===== src/rtl/recovery_pkg.sv =====
// Shared recovery definitions: packet-receiver FSM states, default length limit and the CRC8 step.
package recovery_pkg;

   typedef enum logic [2:0] {
      ST_IDLE,
      ST_LEN_LO,
      ST_LEN_HI,
      ST_DATA,
      ST_PEC,
      ST_DONE,
      ST_DRAIN
   } rx_state_e;

   localparam logic [15:0] MAX_LEN_DEFAULT = 16'd255;
   localparam logic [7:0]  CRC8_POLY       = 8'h07;

   // One byte of MSB-first CRC8 (x^8+x^2+x+1), no reflection, no final xor.
   function automatic logic [7:0] crc8_step(input logic [7:0] crc, input logic [7:0] data);
      logic [7:0] c;
      c = crc ^ data;
      for (int i = 0; i < 8; i++) begin
         c = c[7] ? ({c[6:0], 1'b0} ^ CRC8_POLY) : {c[6:0], 1'b0};
      end
      return c;
   endfunction

endpackage


===== src/rtl/recovery_pec.sv =====
// CRC8 accumulator stage: init_i restarts the sum from zero on the byte presented with it.
module recovery_pec
   import recovery_pkg::*;
(
   input  logic       clk_i,
   input  logic       rst_ni,
   input  logic       clr_i,
   input  logic       init_i,
   input  logic       valid_i,
   input  logic [7:0] data_i,
   output logic [7:0] crc_o
);

   logic [7:0] crc_q, crc_d;

   always_comb begin
      crc_d = crc_q;
      if (clr_i) begin
         crc_d = 8'h00;
      end else if (valid_i) begin
         crc_d = crc8_step(init_i ? 8'h00 : crc_q, data_i);
      end
   end

   always_ff @(posedge clk_i or negedge rst_ni) begin
      if (!rst_ni) begin
         crc_q <= 8'h00;
      end else begin
         crc_q <= crc_d;
      end
   end

   assign crc_o = crc_q;

endmodule


===== src/rtl/recovery_pkt_rx.sv =====
// Recovery packet receiver: CMD, LEN_LO, LEN_HI, payload, PEC framing with payload pass-through.
// Define RECOVERY_PKT_RX_PEC_CHECK_EN to build the CRC8 check of the PEC byte.
module recovery_pkt_rx
   import recovery_pkg::*;
#(
   parameter logic [15:0] MaxLen = MAX_LEN_DEFAULT
) (
   input  logic        clk_i,
   input  logic        rst_i,
   input  logic        soft_reset_ni,
   input  logic        rx_valid_i,
   output logic        rx_ready_o,
   input  logic [7:0]  rx_data_i,
   input  logic        rx_last_i,
   output logic [7:0]  cmd_o,
   output logic [15:0] len_o,
   output logic        cmd_valid_o,
   output logic        pl_valid_o,
   input  logic        pl_ready_i,
   output logic [7:0]  pl_data_o,
   output logic        pl_last_o,
   output logic        pkt_done_o,
   output logic        pec_ok_o,
   output logic        len_err_o
);

   rx_state_e   state_q, state_d;
   logic [7:0]  cmd_q, cmd_d;
   logic [15:0] len_q, len_d;
   logic [15:0] cnt_q, cnt_d;
   logic        cmd_valid_q, cmd_valid_d;
   logic        len_err_q, len_err_d;
   logic        rx_ready;
   logic        accept;
   logic [15:0] len_rx;

`ifdef RECOVERY_PKT_RX_PEC_CHECK_EN
   logic       pec_ok_q, pec_ok_d;
   logic       crc_init;
   logic       crc_fold;
   logic [7:0] crc;

   assign crc_init = accept && (state_q == ST_IDLE);
   assign crc_fold = accept && (state_q inside {ST_IDLE, ST_LEN_LO, ST_LEN_HI, ST_DATA});

   recovery_pec u_pec (
      .clk_i   (clk_i),
      .rst_ni  (~rst_i),
      .clr_i   (~soft_reset_ni),
      .init_i  (crc_init),
      .valid_i (crc_fold),
      .data_i  (rx_data_i),
      .crc_o   (crc)
   );
`endif

   always_ff @(posedge clk_i or posedge rst_i) begin
      if (rst_i) begin
         state_q     <= ST_IDLE;
         cmd_q       <= 8'h00;
         len_q       <= 16'h0000;
         cnt_q       <= 16'h0000;
         cmd_valid_q <= 1'b0;
         len_err_q   <= 1'b0;
`ifdef RECOVERY_PKT_RX_PEC_CHECK_EN
         pec_ok_q    <= 1'b0;
`endif
      end else begin
         state_q     <= state_d;
         cmd_q       <= cmd_d;
         len_q       <= len_d;
         cnt_q       <= cnt_d;
         cmd_valid_q <= cmd_valid_d;
         len_err_q   <= len_err_d;
`ifdef RECOVERY_PKT_RX_PEC_CHECK_EN
         pec_ok_q    <= pec_ok_d;
`endif
      end
   end

   always_comb begin
      state_d     = state_q;
      cmd_d       = cmd_q;
      len_d       = len_q;
      cnt_d       = cnt_q;
      cmd_valid_d = cmd_valid_q;
      len_err_d   = len_err_q;
`ifdef RECOVERY_PKT_RX_PEC_CHECK_EN
      pec_ok_d    = pec_ok_q;
`endif
      len_rx      = {rx_data_i, len_q[7:0]};
      unique case (state_q)
         ST_IDLE: if (accept) begin
            cmd_d       = rx_data_i;
            cmd_valid_d = 1'b0;
            len_err_d   = rx_last_i;
`ifdef RECOVERY_PKT_RX_PEC_CHECK_EN
            pec_ok_d    = 1'b0;
`endif
            state_d     = rx_last_i ? ST_DONE : ST_LEN_LO;
         end
         ST_LEN_LO: if (accept) begin
            len_d     = {8'h00, rx_data_i};
            len_err_d = rx_last_i;
            state_d   = rx_last_i ? ST_DONE : ST_LEN_HI;
         end
         ST_LEN_HI: if (accept) begin
            len_d       = len_rx;
            cnt_d       = len_rx;
            cmd_valid_d = 1'b1;
            if (rx_last_i) begin
               len_err_d = 1'b1;
               state_d   = ST_DONE;
            end else if (len_rx > MaxLen) begin
               len_err_d = 1'b1;
               state_d   = ST_DRAIN;
            end else if (len_rx == 16'h0000) begin
               state_d = ST_PEC;
            end else begin
               state_d = ST_DATA;
            end
         end
         ST_DATA: if (accept) begin
            cnt_d = cnt_q - 16'd1;
            if (rx_last_i) begin
               len_err_d = 1'b1;
               state_d   = ST_DONE;
            end else if (cnt_q == 16'd1) begin
               state_d = ST_PEC;
            end
         end
         ST_PEC: if (accept) begin
`ifdef RECOVERY_PKT_RX_PEC_CHECK_EN
            pec_ok_d = (rx_data_i == crc);
`endif
            if (!rx_last_i) begin
               len_err_d = 1'b1;
            end
            state_d = rx_last_i ? ST_DONE : ST_DRAIN;
         end
         ST_DRAIN: if (accept && rx_last_i) begin
            state_d = ST_DONE;
         end
         ST_DONE: begin
            cmd_valid_d = 1'b0;
            state_d     = ST_IDLE;
         end
         default: state_d = ST_IDLE;
      endcase
      // Soft reset abandons the packet; it wins over every transition above.
      if (!soft_reset_ni) begin
         state_d     = ST_IDLE;
         cmd_d       = 8'h00;
         len_d       = 16'h0000;
         cnt_d       = 16'h0000;
         cmd_valid_d = 1'b0;
         len_err_d   = 1'b0;
`ifdef RECOVERY_PKT_RX_PEC_CHECK_EN
         pec_ok_d    = 1'b0;
`endif
      end
   end

   always_comb begin
      rx_ready = 1'b0;
      unique case (state_q)
         ST_IDLE, ST_LEN_LO, ST_LEN_HI, ST_PEC, ST_DRAIN: rx_ready = 1'b1;
         ST_DATA: rx_ready = pl_ready_i;
         default: rx_ready = 1'b0;
      endcase
      rx_ready_o  = rx_ready && !rst_i;
      accept      = rx_valid_i && rx_ready_o;
      pl_valid_o  = (state_q == ST_DATA) && rx_valid_i;
      pl_data_o   = (state_q == ST_DATA) ? rx_data_i : 8'h00;
      pl_last_o   = pl_valid_o && (cnt_q == 16'd1);
      pkt_done_o  = (state_q == ST_DONE);
      len_err_o   = pkt_done_o && len_err_q;
`ifdef RECOVERY_PKT_RX_PEC_CHECK_EN
      pec_ok_o    = pkt_done_o && pec_ok_q && !len_err_q;
`else
      pec_ok_o    = pkt_done_o && !len_err_q;
`endif
      cmd_o       = cmd_q;
      len_o       = len_q;
      cmd_valid_o = cmd_valid_q;
   end

endmodule

===== config.mk =====
export PLATFORM = sky130hd
export DESIGN_NAME = recovery_pkt_rx
export DESIGN_NICKNAME = d
export VERILOG_FILES = /design/src/rtl/recovery_pkg.sv /design/src/rtl/recovery_pec.sv /design/src/rtl/recovery_pkt_rx.sv
export SDC_FILE = /design/constraint.sdc
export NUM_CORES = 1
export LEC_CHECK = 0
export BUFFER_PORTS_ARGS = -buffer_cell sky130_fd_sc_hd__buf_2
export CORE_MARGIN = 10
export CORE_UTILIZATION = 34
export DETAILED_ROUTE_END_ITERATION = 10
export PLACE_DENSITY = 0.63
export SETUP_SLACK_MARGIN = 0.4
export SLEW_MARGIN = 20
export SYNTH_ARGS = -nofsm -noshare
export SYNTH_HDL_FRONTEND = slang
export SYNTH_HIERARCHICAL = 1
export SYNTH_SLANG_ARGS = --single-unit

===== constraint.sdc =====
create_clock -name clk_i -period 4.9 [get_ports clk_i]
set_input_delay 0.49 -clock clk_i [delete_from_list [all_inputs] [get_ports clk_i]]
set_output_delay 0.49 -clock clk_i [all_outputs]
set_load 0.01 [all_outputs]

* Word level (Yosys, flattened, before mapping) *
Index checks and enable logic that the tools add are counted.

word-level totals
  input bits = 14
  output and inout port bits = 39
  flip-flop bits (word level) = 45
  logic and storage cells = 98

operators by class
  equal/unequal tests = 26
  reductions and logical operators = 20
  mux-type cells = 43
  order comparisons = 1
  add/sub/neg operators = 1

operators with widths
  kind                     number
  $mux W16                 6
  $pmux W16 S2             2
  $mux W3                  14
  $mux W8                  4
  $ne A3 B3 Y1 const B     8
  $pmux W3 S6              1
  $eq A16 B1 Y1 const B    1
  $gt A16 B8 Y1 const B    1
  $logic_not A16 Y1        1
  $sub A16 B1 Y16 const B  1
  $mux W1                  12
  $reduce_and A3 Y1        4
  $eq A3 B3 Y1 const B     3
  $ne A4 B4 Y1 const B     2
  $reduce_and A8 Y1        1
  $logic_and A1 B1 Y1      7
  $reduce_and A7 Y1        1
  $eq A3 B2 Y1 const B     2
  $ne A2 B1 Y1 const B     3
  $ne A3 B1 Y1 const B     2
  $ne A5 B2 Y1 const B     1
  $reduce_or A5 Y1         1
  $ne A4 B1 Y1 const B     1
  $pmux W1 S4              1
  other kinds (10)         11

* Logic depth before layout (Yosys ltp) *
  depth after elaboration = 9
  gate-level depth with buffers = 7
  mapped depth without buffers = 6

* Least setup slack after synthesis *
OpenSTA, ideal clock, no wires.

  path kind = reg-to-output
  from = register cnt_q[1]
  to = output pl_last_o
  data arrival time = 1.569 ns
  cell stages (with the launch flop) = 6
  path buffers = 0
  slack = 2.841 ns
  required time = 4.410 ns
  cell sequence = dfrtp_1 > inv_1 > ha_1 > or4b_2 > nor4_4 > and2_1

on the way
  word-level cells in the longest chain between the ends = 2

ends and longest elaborated chain
  what                    line                    text
  start, declared         recovery_pkt_rx.sv:30   logic [15:0] cnt_q, cnt_d;
  start signal, assigned  recovery_pkt_rx.sv:72   cnt_q <= cnt_d;
  $eq A16 B1 Y1           recovery_pkt_rx.sv:175  pl_last_o = pl_valid_o && (cnt_q == 16'd1);
  $logic_and A1 B1 Y1     recovery_pkt_rx.sv:175
  end, declared           recovery_pkt_rx.sv:21   output logic pl_last_o,

No other way between the ends.

* Worst setup path in the final report *
  from = register state_q[0]
  to = output pl_last_o

on the way
  word-level cells in the longest chain between the ends = 3

ends and longest elaborated chain
  what                    line                    text
  start, declared         recovery_pkt_rx.sv:27   rx_state_e state_q, state_d;
  start signal, assigned  recovery_pkt_rx.sv:69   state_q <= state_d;
  $eq A3 B2 Y1            recovery_pkt_rx.sv:173  pl_valid_o = (state_q == ST_DATA) && rx_valid_i;
  $logic_and A1 B1 Y1     recovery_pkt_rx.sv:173
  $logic_and A1 B1 Y1     recovery_pkt_rx.sv:175

No other way between the ends.

==> reports/qor.csv <==
stage,metric,value,unit
sta,Fin Hold WS,0.0913,ns
place,PortBufs,52,
sta,Tightest Pin Transition,1.01,ns
cells_and_area,antenna cell count,0,
detailed_routing,Via density,5.76,
power_and_ir_drop,Int Pwr,598,uW
sta,final clock period utilization by the worst path,0.618,
yosys,Post-Syn Instances,300,
detailed_routing,drt pass-1 iters,5,
die,row cnt,33,
power_and_ir_drop,clock share of power,0.258,
sta,Max-Slew Margin vs Limit,0.323,
sta,pins over their slew limit,0,
detailed_routing,Vias,2565,
power_and_ir_drop,Sw Pwr,341,uW
clocking,TritonCTS clock tree,yes,
flow_run,Max-Cap Viols,0,
clocking,Root Buffer,clkbuf_8,
setup_path,Worst setup SP type,flop,
grt,all-layer global routing usage,0.130,
sta,Finish-stage setup viols,0,
clocking,Num Clock Sinks,45,
yosys,top-area cell type share of the netlist area,0.403,
worst_hold_path,Tightest Hold Check Type,input port to async pin,
sta,Clock Skews,0.00652,ns
grt,initial antenna violation count,0,
die,Die W,111,um
yosys,mapped cell area,0.00280,mm^2
cells_and_area,Finished Layout Cells,445,
yosys,sequential area share after synthesis,0.403,
cells_and_area,layout cells sized above 1,0.224,
yosys,"top cells by area, synth","dfrtp_1 40%, mux2i_1 6.4%, a21oi_1 3.6%, nor2_1 3.4%, nand2_1 3.0%",
power_and_ir_drop,Peak supply drop,0.134,mV
detailed_routing,antenna-violating nets left,0,
grt,first-pass GRT wire length,13400,um
power_and_ir_drop,Gate power share,0.261,
cells_and_area,# nets final,355,
setup_path,CP peak stage delay,0.93,ns
power_and_ir_drop,PwrDens,294,mW/mm^2
die,initial core utilization,0.345,
yosys,asr flop ratio synth,1.00,
clocking,Resize count post-CTS,0,
setup_path,CP endpoint kind,output port,
grt,vias in the first global route,2425,
setup_path,Critical Path AT,2.54,ns
die,die area,0.0122,mm^2
clocking,Clock Latency Late Sink,0.31,ns
grt,gr ovfl total,0,
sta,max frequency,330,MHz
place,dpl cells,437,
outcome,outcome,completed,
clocking,TritonCTS buffer count,5,
place,gpl congestion,0.887,
power_and_ir_drop,Static Leak,1.43,nW
power_and_ir_drop,switching part of the total,0.364,
yosys,ys flop type,dfrtp_1,
clocking,Clock Path Buffers,2,
setup_path,worst-path fanout max,30,
setup_path,Crit path required time,4.41,ns
setup_path,crit path cell chain,and3b_1 > and2_1 > and2_1 > buf_2,
clocking,clk slew on worst S/H paths,0.09,ns
yosys,"area leader, netlist",dfrtp_1,
yosys,top-count cell post-synth,dfrtp_1,
detailed_routing,DRC,0,
cells_and_area,Area growth syn-to-layout,14.5,%
setup_path,Worst Setup Path Type,flop to output port,
setup_path,most frequent CP cell,and2_1,
detailed_routing,initial drt markers,244,
power_and_ir_drop,Sequential Power Share,0.481,
yosys,Seq cells post-synth,45,
grt,largest net degree at the start of global routing,39,
setup_path,slowest CP cell,and3b_1,
die,# IOs,53,
sta,RSZ-0062 raised after global routing,no,
clocking,post-CTS setup buffers,0,
yosys,Commonest cells post-synth,"45 x dfrtp_1, 25 x nor2_1, 22 x nand2_1, 20 x a21oi_1, 18 x mux2i_1",
place,dpl hpwl,5800,um
yosys,"Avg Cell Area, Syn",9.32,um^2
detailed_routing,final wirelength,8270,um
sta,fin crit period,3.03,ns
clocking,CTS Hold Buffers Added,0,
die,core outline area,0.00809,mm^2
yosys,Synth cell types,63,
yosys,Post-synth EDFFs,0,
sta,number of hold violations in the final report,0,
detailed_routing,Wirelength per Cell,18.6,um
yosys,syn nets,316,
die,die height,111,um
sta,setup TNS,0,ns
yosys,warnings from Yosys,6,
clocking,H-tree levels,2,
==> sequential cells by signal (all words and copies together), names as in the netlist <==
register     count
cnt_q           16
len_o           16
cmd_valid_o      1
len_err_q        1
cmd_o            8
state_q          3
==> placed cells by master, fill, tap and decap left out, types with 2 or more instances in the layout <==
cell | Yosys | layout
buf_2 | 5 | 52
dfrtp_1 | 45 | 45
nor2_1 | 25 | 25
nand2_1 | 22 | 22
a21oi_1 | 20 | 20
mux2i_1 | 18 | 18
o21ai_0 | 12 | 12
and2_1 | 12 | 12
nor3_1 | 8 | 8
inv_1 | 8 | 7
a31oi_1 | 7 | 7
nor4_1 | 7 | 7
nor2b_1 | 6 | 6
or4_1 | 6 | 6
a22o_1 | 5 | 5
a21o_1 | 5 | 5
o211ai_1 | 5 | 5
clkbuf_8 | 0 | 5
nand3_1 | 4 | 4
nor4b_1 | 4 | 4
o311ai_0 | 4 | 4
and3b_1 | 3 | 3
or3_1 | 3 | 3
o221a_2 | 3 | 3
nand2b_1 | 3 | 3
nor4_4 | 3 | 3
nand4b_1 | 2 | 2
and4_1 | 2 | 2
a211o_1 | 2 | 2
mux2_1 | 2 | 2
ha_1 | 2 | 2
==> power groups by stage <==
stage | Combinational, mW | Sequential [mW] | Clock [mW]
after floorplan | 0.208 | 0.422 | 0
after global placement | 0.244 | 0.455 | 0
after detailed placement | 0.245 | 0.458 | 0
after CTS | 0.246 | 0.451 | 0.248
after global routing | 0.271 | 0.459 | 0.265
final | 0.245 | 0.452 | 0.242
==> metal layers <==
layer	up-vias	routed length [um]	GRT usage
met5	-	0	0
met4	0	88	0.0347
met3	9	638	0.0335
met2	110	3650	0.186
met1	1245	3890	0.187
li1	1201	-	-
==> worst paths after layout <==
| path | from | to | slack (ns) | depth (start not counted) |
|---|---|---|---|---|
| max in group asynchronous | rst_i | cnt_q[1] | 4.06 | 3 |
| hold / removal | rst_i | len_o[10] | 0.09 | 2 |
| setup reg to reg | state_q[0] | cnt_q[12] | 2.26 | 4 |
| setup / recovery | state_q[0] | pl_last_o | 1.87 | 4 |
| min in group clk_i | len_o[12] | len_o[12] | 0.48 | 2 |
| hold reg to reg | len_o[12] | len_o[12] | 0.48 | 2 |
==> cell families (layout without fill, tap and decap cells) <==
logic type / count (synthesis) / count (layout) / share of synthesized area
AOI/OAI and AO/OA: 78 / 78 / 0.192
xor gates and xnor gates: 2 / 2 / 0.00627
adders and majority gates: 2 / 2 / 0.00895
buffers and inverters: 29 / 69 / 0.0412
DFF: 45 / 45 / 0.403
muxes: 21 / 21 / 0.0765
and+or+nand+nor: 123 / 123 / 0.273
==> critical path, delay by kind of cell, from the launching register on <==
kind	cells	cell delay (ns)
simple gates	3	1.29
flops	1	0.79
buf+inv	1	0.13
==> cell type report <==
type,instances,area [um^2]
Timing Repair Buffer,53,268
Clock inverter,3,21.3
Fill cell,855,4890
Clock buffer,5,68.8
Tap cell,105,131
Inverter,8,30.0
Multi-Input combinational cell,226,1550
Sequential cell,45,1130
==> per-stage QoR <==
step	area, um^2	worst slack, ns	total power [mW]	utilization
2_1_floorplan	2800	2.84	0.630	-
3_3_place_gp	3110	2.33	0.699	0.384
3_5_place_dp	3110	2.27	0.703	0.384
4_1_cts	3200	1.92	0.945	0.395
5_1_grt	3200	1.72	0.994	0.395
6_report	3200	1.87	0.939	0.395
Note: power is estimated with default switching activity, not from simulation.
